## config.mk

```make
export PLATFORM = sky130hd
export DESIGN_NAME = pipelined_regfile_fwd
export DESIGN_NICKNAME = d
export VERILOG_FILES = /design/src/rtl/pipe_pkg.sv /design/src/rtl/alu.sv /design/src/rtl/pipelined_regfile_fwd.sv
export SDC_FILE = /design/constraint.sdc
export NUM_CORES = 2
export LEC_CHECK = 0
export CAP_MARGIN = 30
export CORE_UTILIZATION = 45
export CTS_BUF_LIST = sky130_fd_sc_hd__clkbuf_8
export DETAILED_ROUTE_END_ITERATION = 12
export GPL_ROUTABILITY_DRIVEN = 0
export SYNTH_ARGS = -nofsm -noshare
export SYNTH_HDL_FRONTEND = slang
export SYNTH_SLANG_ARGS = --single-unit
```

## constraint.sdc

```tcl
create_clock -name clk -period 7.5 [get_ports clk]
set_input_delay 1.5 -clock clk [delete_from_list [all_inputs] [get_ports clk]]
set_output_delay 1.5 -clock clk [all_outputs]
set_load 0.02 [all_outputs]
```

## src/rtl/pipe_pkg.sv

```systemverilog
// Shared definitions for the pipelined register-file datapath: ALU opcodes
// and the control portions of the ID/EXE and EXE/WB stage registers.
package pipe_pkg;

    localparam logic [2:0] ALU_ADD = 3'b000;
    localparam logic [2:0] ALU_SUB = 3'b001;
    localparam logic [2:0] ALU_AND = 3'b010;
    localparam logic [2:0] ALU_OR  = 3'b011;
    localparam logic [2:0] ALU_XOR = 3'b100;
    localparam logic [2:0] ALU_SLT = 3'b101;
    localparam logic [2:0] ALU_SLL = 3'b110;
    localparam logic [2:0] ALU_SRL = 3'b111;

    // Width-independent control carried in ID/EXE; operands and the
    // destination address sit beside it because their widths are parameters.
    typedef struct packed {
        logic       valid;
        logic       wen;
        logic [2:0] aluop;
    } id_exe_ctrl_t;

    // EXE/WB control: valid already folds in the write enable, and the
    // zero flag is registered alongside the data so it is glitch-free.
    typedef struct packed {
        logic valid;
        logic zero;
    } exe_wb_ctrl_t;

endpackage

```

## src/rtl/alu.sv

```systemverilog
// Combinational integer ALU used by the EXE stage.
module alu
    import pipe_pkg::*;
#(
    parameter int DATA_W = 32
) (
    input  logic [DATA_W-1:0] a,
    input  logic [DATA_W-1:0] b,
    input  logic [2:0]        op,
    output logic [DATA_W-1:0] y
);

    localparam int SH_W = $clog2(DATA_W);

    logic [SH_W-1:0] shamt;
    logic            lt;

    assign shamt = b[SH_W-1:0];
    assign lt    = $signed(a) < $signed(b);

    // Select the result for the current opcode; shifts use only the low bits of b.
    always_comb begin
        y = '0;
        case (op)
            ALU_ADD: y = a + b;
            ALU_SUB: y = a - b;
            ALU_AND: y = a & b;
            ALU_OR:  y = a | b;
            ALU_XOR: y = a ^ b;
            ALU_SLT: y = {{(DATA_W-1){1'b0}}, lt};
            ALU_SLL: y = a << shamt;
            ALU_SRL: y = a >> shamt;
            default: y = '0;
        endcase
    end

endmodule

```

## src/rtl/pipelined_regfile_fwd.sv

```systemverilog
// Three-stage ID/EXE/WB datapath with a register file, full EXE/WB operand
// forwarding (so no stall is ever needed), a global hold and a debug port.
module pipelined_regfile_fwd
    import pipe_pkg::*;
#(
    parameter int DATA_W   = 32,
    parameter int NUM_REGS = 32,
    parameter int ADDR_W   = $clog2(NUM_REGS),
    parameter int ZERO_REG = 1
) (
    input  logic              clk,
    input  logic              rst,
    input  logic              in_valid,
    output logic              in_ready,
    input  logic [2:0]        in_aluop,
    input  logic              in_alusrc,
    input  logic              in_wen,
    input  logic [ADDR_W-1:0] in_raddr1,
    input  logic [ADDR_W-1:0] in_raddr2,
    input  logic [ADDR_W-1:0] in_waddr,
    input  logic [DATA_W-1:0] in_imm,
    input  logic              hold,
    output logic              exe_valid,
    output logic [DATA_W-1:0] aluout,
    output logic              wb_valid,
    output logic [ADDR_W-1:0] wb_addr,
    output logic [DATA_W-1:0] wb_data,
    output logic              wb_zero,
    input  logic [ADDR_W-1:0] dbg_addr,
    output logic [DATA_W-1:0] dbg_data
);

    logic [DATA_W-1:0] regs [NUM_REGS];

    id_exe_ctrl_t      ie_ctrl;
    logic [ADDR_W-1:0] ie_waddr;
    logic [DATA_W-1:0] ie_opa;
    logic [DATA_W-1:0] ie_opb;

    exe_wb_ctrl_t      ew_ctrl;
    logic [ADDR_W-1:0] ew_addr;
    logic [DATA_W-1:0] ew_data;

    logic [DATA_W-1:0] src_a;
    logic [DATA_W-1:0] src_b;
    logic [DATA_W-1:0] op_b;
    logic              zero_a;
    logic              zero_b;

    assign in_ready  = ~hold;
    assign exe_valid = ie_ctrl.valid;
    assign wb_valid  = ew_ctrl.valid;
    assign wb_zero   = ew_ctrl.zero;
    assign wb_addr   = ew_addr;
    assign wb_data   = ew_data;
    assign dbg_data  = regs[dbg_addr];

    assign zero_a = (ZERO_REG != 0) && (in_raddr1 == '0);
    assign zero_b = (ZERO_REG != 0) && (in_raddr2 == '0);

    alu #(.DATA_W(DATA_W)) u_alu (
        .a  (ie_opa),
        .b  (ie_opb),
        .op (ie_ctrl.aluop),
        .y  (aluout)
    );

    // Source A: hard zero, then the youngest in-flight producer, then the regfile.
    always_comb begin
        src_a = regs[in_raddr1];
        if (zero_a)
            src_a = '0;
        else if (ie_ctrl.valid && ie_ctrl.wen && ie_waddr == in_raddr1)
            src_a = aluout;
        else if (ew_ctrl.valid && ew_addr == in_raddr1)
            src_a = ew_data;
    end

    // Source B: same priority as source A.
    always_comb begin
        src_b = regs[in_raddr2];
        if (zero_b)
            src_b = '0;
        else if (ie_ctrl.valid && ie_ctrl.wen && ie_waddr == in_raddr2)
            src_b = aluout;
        else if (ew_ctrl.valid && ew_addr == in_raddr2)
            src_b = ew_data;
    end

    assign op_b = in_alusrc ? in_imm : src_b;

    // ID/EXE register: accepts a new instruction or a bubble unless held.
    always_ff @(posedge clk) begin
        if (!rst) begin
            ie_ctrl  <= '0;
            ie_waddr <= '0;
            ie_opa   <= '0;
            ie_opb   <= '0;
        end else if (!hold) begin
            ie_ctrl.valid <= in_valid;
            ie_ctrl.wen   <= in_wen;
            ie_ctrl.aluop <= in_aluop;
            ie_waddr      <= in_waddr;
            ie_opa        <= src_a;
            ie_opb        <= op_b;
        end
    end

    // EXE/WB register: only writing instructions become visible as wb_valid.
    always_ff @(posedge clk) begin
        if (!rst) begin
            ew_ctrl.valid <= 1'b0;
            ew_ctrl.zero  <= 1'b1;
            ew_addr       <= '0;
            ew_data       <= '0;
        end else if (!hold) begin
            ew_ctrl.valid <= ie_ctrl.valid & ie_ctrl.wen;
            ew_ctrl.zero  <= (aluout == '0);
            ew_addr       <= ie_waddr;
            ew_data       <= aluout;
        end
    end

    // Register file write at the edge closing the WB cycle; reset drops it.
    always_ff @(posedge clk) begin
        if (!rst) begin
            for (int i = 0; i < NUM_REGS; i++)
                regs[i] <= '0;
        end else if (!hold && ew_ctrl.valid &&
                     !((ZERO_REG != 0) && (ew_addr == '0))) begin
            regs[ew_addr] <= ew_data;
        end
    end

endmodule

```

==> qor.yml <==
power_and_ir_drop:
  power.leakage_nw: 30.6
  ir_drop_mv: 0.128
  power_density_nw_per_um2: 197
sta:
  tns_ns: 0
  hold_viol_final: 0
  setup_viol: 0
  slew_headroom: 0.254
  max_freq_mhz: 137
  slew_violations: 0
  post-route-min-period_ns: 7.31
  fin_worst_skew_ns: 0.0785
  fin_ws_ns: 0.195
  tightest_slew_ns: 1.09
  period_share: 0.974
  rsz0062_at_grt: "no"
critical_path:
  critPathKind: "flop to output port"
  worst-path-max-fanout: 24
  cp.arrival_ns: 5.81
  cp.required_ns: 6.00
  reg2reg_depth: 12
  end_kind: "output port"
  start_kind: "flop"
logic_synthesis:
  syn_inst: 5641
  ys_ff_latch: 1137
  syn_avg_cell_area_um2: 13.7
  ys.warnings.count: 0
  yosysSeqAreaShare: 0.428
  yosysUniqueCellTypes: 98
  ys.flop_type: "edfxtp_1"
  netlist_area_um2: 77100
  synth-edff-count: 1024
  synthArstFlopShare: 0
layout:
  final_nets: 5818
  drive_above_1_share: 0.297
  nFillCells: 14400
  area_delta_synth_final_pct: 11.8
  seqCellArea_um2: 33000
  multi_input_area_um2: 41900
routing:
  met2_length_mm: 142
  drt_iter0_markers: 9847
  routed-wl-met3_mm: 43.2
  wire_per_inst_um: 39.2
  drcViolationCount: 3
  dr_total_vias: 58200
  post_drt_via_cell_ratio: 7.22
  firstDrtPassIters: 10
  antenna_left: 0
  wl_met1_mm: 111
  dr.max_layer_used: "met5"
  wirelength_mm: 316
global_route:
  grt_pass1_wl_mm: 439
  track_usage: 0.363
  grt_pass1_vias: 55800
  gr-total-overflow: 0
  grt_max_degree: 115
  antenna_found_initial: 34
floorplanning:
  dieArea_um2: 173000
  die_h_um: 416
  io_pins: 166
  core-area_um2: 170000
  rows: 151
  start_util: 0.454
  die_w_um: 416
placement:
  dp_hpwl_mm: 198
  port_buffers: 165
  post-place-ws_ns: 1.32
cts:
  cts_tree: "built"
  cts.sinks: 1137
  insertion_delay_ns: 1.00
  cts_buffers: 201
  cts-resized-gates: 0
  cts_setup_buffers: 0
  cts_buffer_depth: 3
  htreeDepth: 4
  clk_pin_slew_worst_paths_ns: 0.07
  postCtsHoldBufs: 0
  cts-root-buf: "clkbuf_8"
outcome:
  violations: "design-rule violations"
  status: "finished with violations"
hold_path:
  hold_path_class: "flop to flop"
  min_path_cells: 2
flow_run:
  maxCapViolCount: 0
[routing by layer]
| layer | global-route usage | vias to the layer above |
|---|---|---|
| li1 | - | 22300 |
| met1 | 0.462 | 29800 |
| met2 | 0.544 | 4935 |
| met3 | 0.122 | 1093 |
| met4 | 0.205 | 8 |
| met5 | 0 | - |
[final timing paths]
path	to	startpoint	slack, ns
hold reg to reg	ie_opb[16]	ie_opb[16]	0.53
setup reg to reg	wb_zero	ie_opb[1]	1.82
hold / removal	ie_opb[16]	ie_opb[16]	0.53
setup / recovery	aluout[21]	ie_opb[1]	0.19
[critical path, cell delays in order (launching register included)]
cell,delay [ns]
dfxtp_4,0.56
clkinv_1,0.49
ha_1,0.51
o21bai_1,0.23
and3_1,0.25
o21a_1,0.24
o2111ai_1,0.25
a2111oi_0,0.89
nor4b_1,0.13
o21a_1,0.22
a211oi_2,0.28
buf_4,0.21
clkdlybuf4s50_1,0.60
[flip-flops by register name (all words and copies together), names as in the netlist]
name / count
exe_valid: 1
ie_ctrl: 4
ie_opa: 32
ie_opb: 32
ie_waddr: 5
regs: 1024
wb_addr: 5
wb_data: 32
wb_valid: 1
wb_zero: 1
[kinds of logic after synthesis]
family	synth area share
multiplexers	0.327
flip-flops	0.428
AND/OR/NAND/NOR	0.120
AO/OA/AOI/OAI	0.0658
buffers and inverters	0.0394
XOR/XNOR	0.00386
other	0.0000486
adder cells (fa/ha/maj)	0.0163
[stage by stage]
step | cell area [µm²] | hold slack, ns | util | total power [mW] | instances
finish | 86200 | 0.534 | 0.508 | 17.0 | 8064
global route | 86200 | 0.559 | 0.507 | 17.4 | 8046
CTS | 86000 | 0.533 | 0.507 | 16.9 | 8031
detailed placement | 82200 | 0.521 | 0.484 | 11.2 | 7663
global placement | 81900 | 0.508 | 0.482 | 11.2 | 7648
floorplan | 77200 | 0.479 | - | 9.73 | 5672
[where the power goes]
part	switching [mW]	internal [mW]
logic	2.31	1.55
clock network	2.89	2.86
registers	0.244	7.14
[Yosys cell counts, drive strengths merged, types with 12 or more instances]
cell / number / share of area
a211oi: 61 / 0.0059
a21o: 32 / 0.0031
a221oi: 39 / 0.0044
and3: 18 / 0.0015
nor2b: 15 / 0.0012
nand4: 16 / 0.0013
o22ai: 25 / 0.0020
o21a: 12 / 0.0012
o211ai: 65 / 0.0064
nor4: 18 / 0.0015
nand2b: 16 / 0.0013
mux4: 1031 / 0.30
mux2i: 131 / 0.017
inv: 123 / 0.0060
a21oi: 152 / 0.0099
nand2: 177 / 0.0086
xnor2: 15 / 0.0017
ha: 97 / 0.016
edfxtp: 1024 / 0.40
o21ai: 148 / 0.0096
nor2: 246 / 0.012
clkbuf: 490 / 0.024
nor3: 40 / 0.0026
nand3: 36 / 0.0023
xor2: 19 / 0.0022
or3: 14 / 0.0012
buf: 144 / 0.0092
a22oi: 37 / 0.0036
dfxtp: 113 / 0.029
a31oi: 16 / 0.0013
mux2: 57 / 0.0083
and2: 1003 / 0.081
[final cells by class]
class	instances	share of cell area
diodes	23	0.000667
clock buffers	211	0.0337
clock inverters	157	0.0109
inverters	127	0.00562
multi-input cells	3773	0.485
flip-flops and latches	1137	0.383
well taps	2218	0.0322
repair buffers	418	0.0486
[cell usage in the layout, fill, tap and decap left out, types with 30 or more instances in the layout]
master	Yosys	final
mux4_2	1028	1028
edfxtp_1	1024	1024
and2_1	1003	1003
nor2_1	246	215
buf_4	7	215
clkbuf_8	0	211
nand2_1	177	177
inv_1	118	171
a21oi_1	152	150
clkdlybuf4s50_1	0	146
mux2i_1	131	131
o21ai_0	141	110
dfxtp_1	113	108
ha_1	97	97
o211ai_1	64	64
a211oi_1	61	60
clkinv_1	4	54
mux2_2	54	54
a221oi_1	39	39
nor3_1	40	38
a22oi_1	37	37
buf_12	2	36
nand3_1	36	33
conb_1	1	32
a21o_1	31	31
o21ai_4	0	31
nor2_4	0	31
clkinv_2	0	30
No activity file was read; power rests on OpenSTA's default activity.
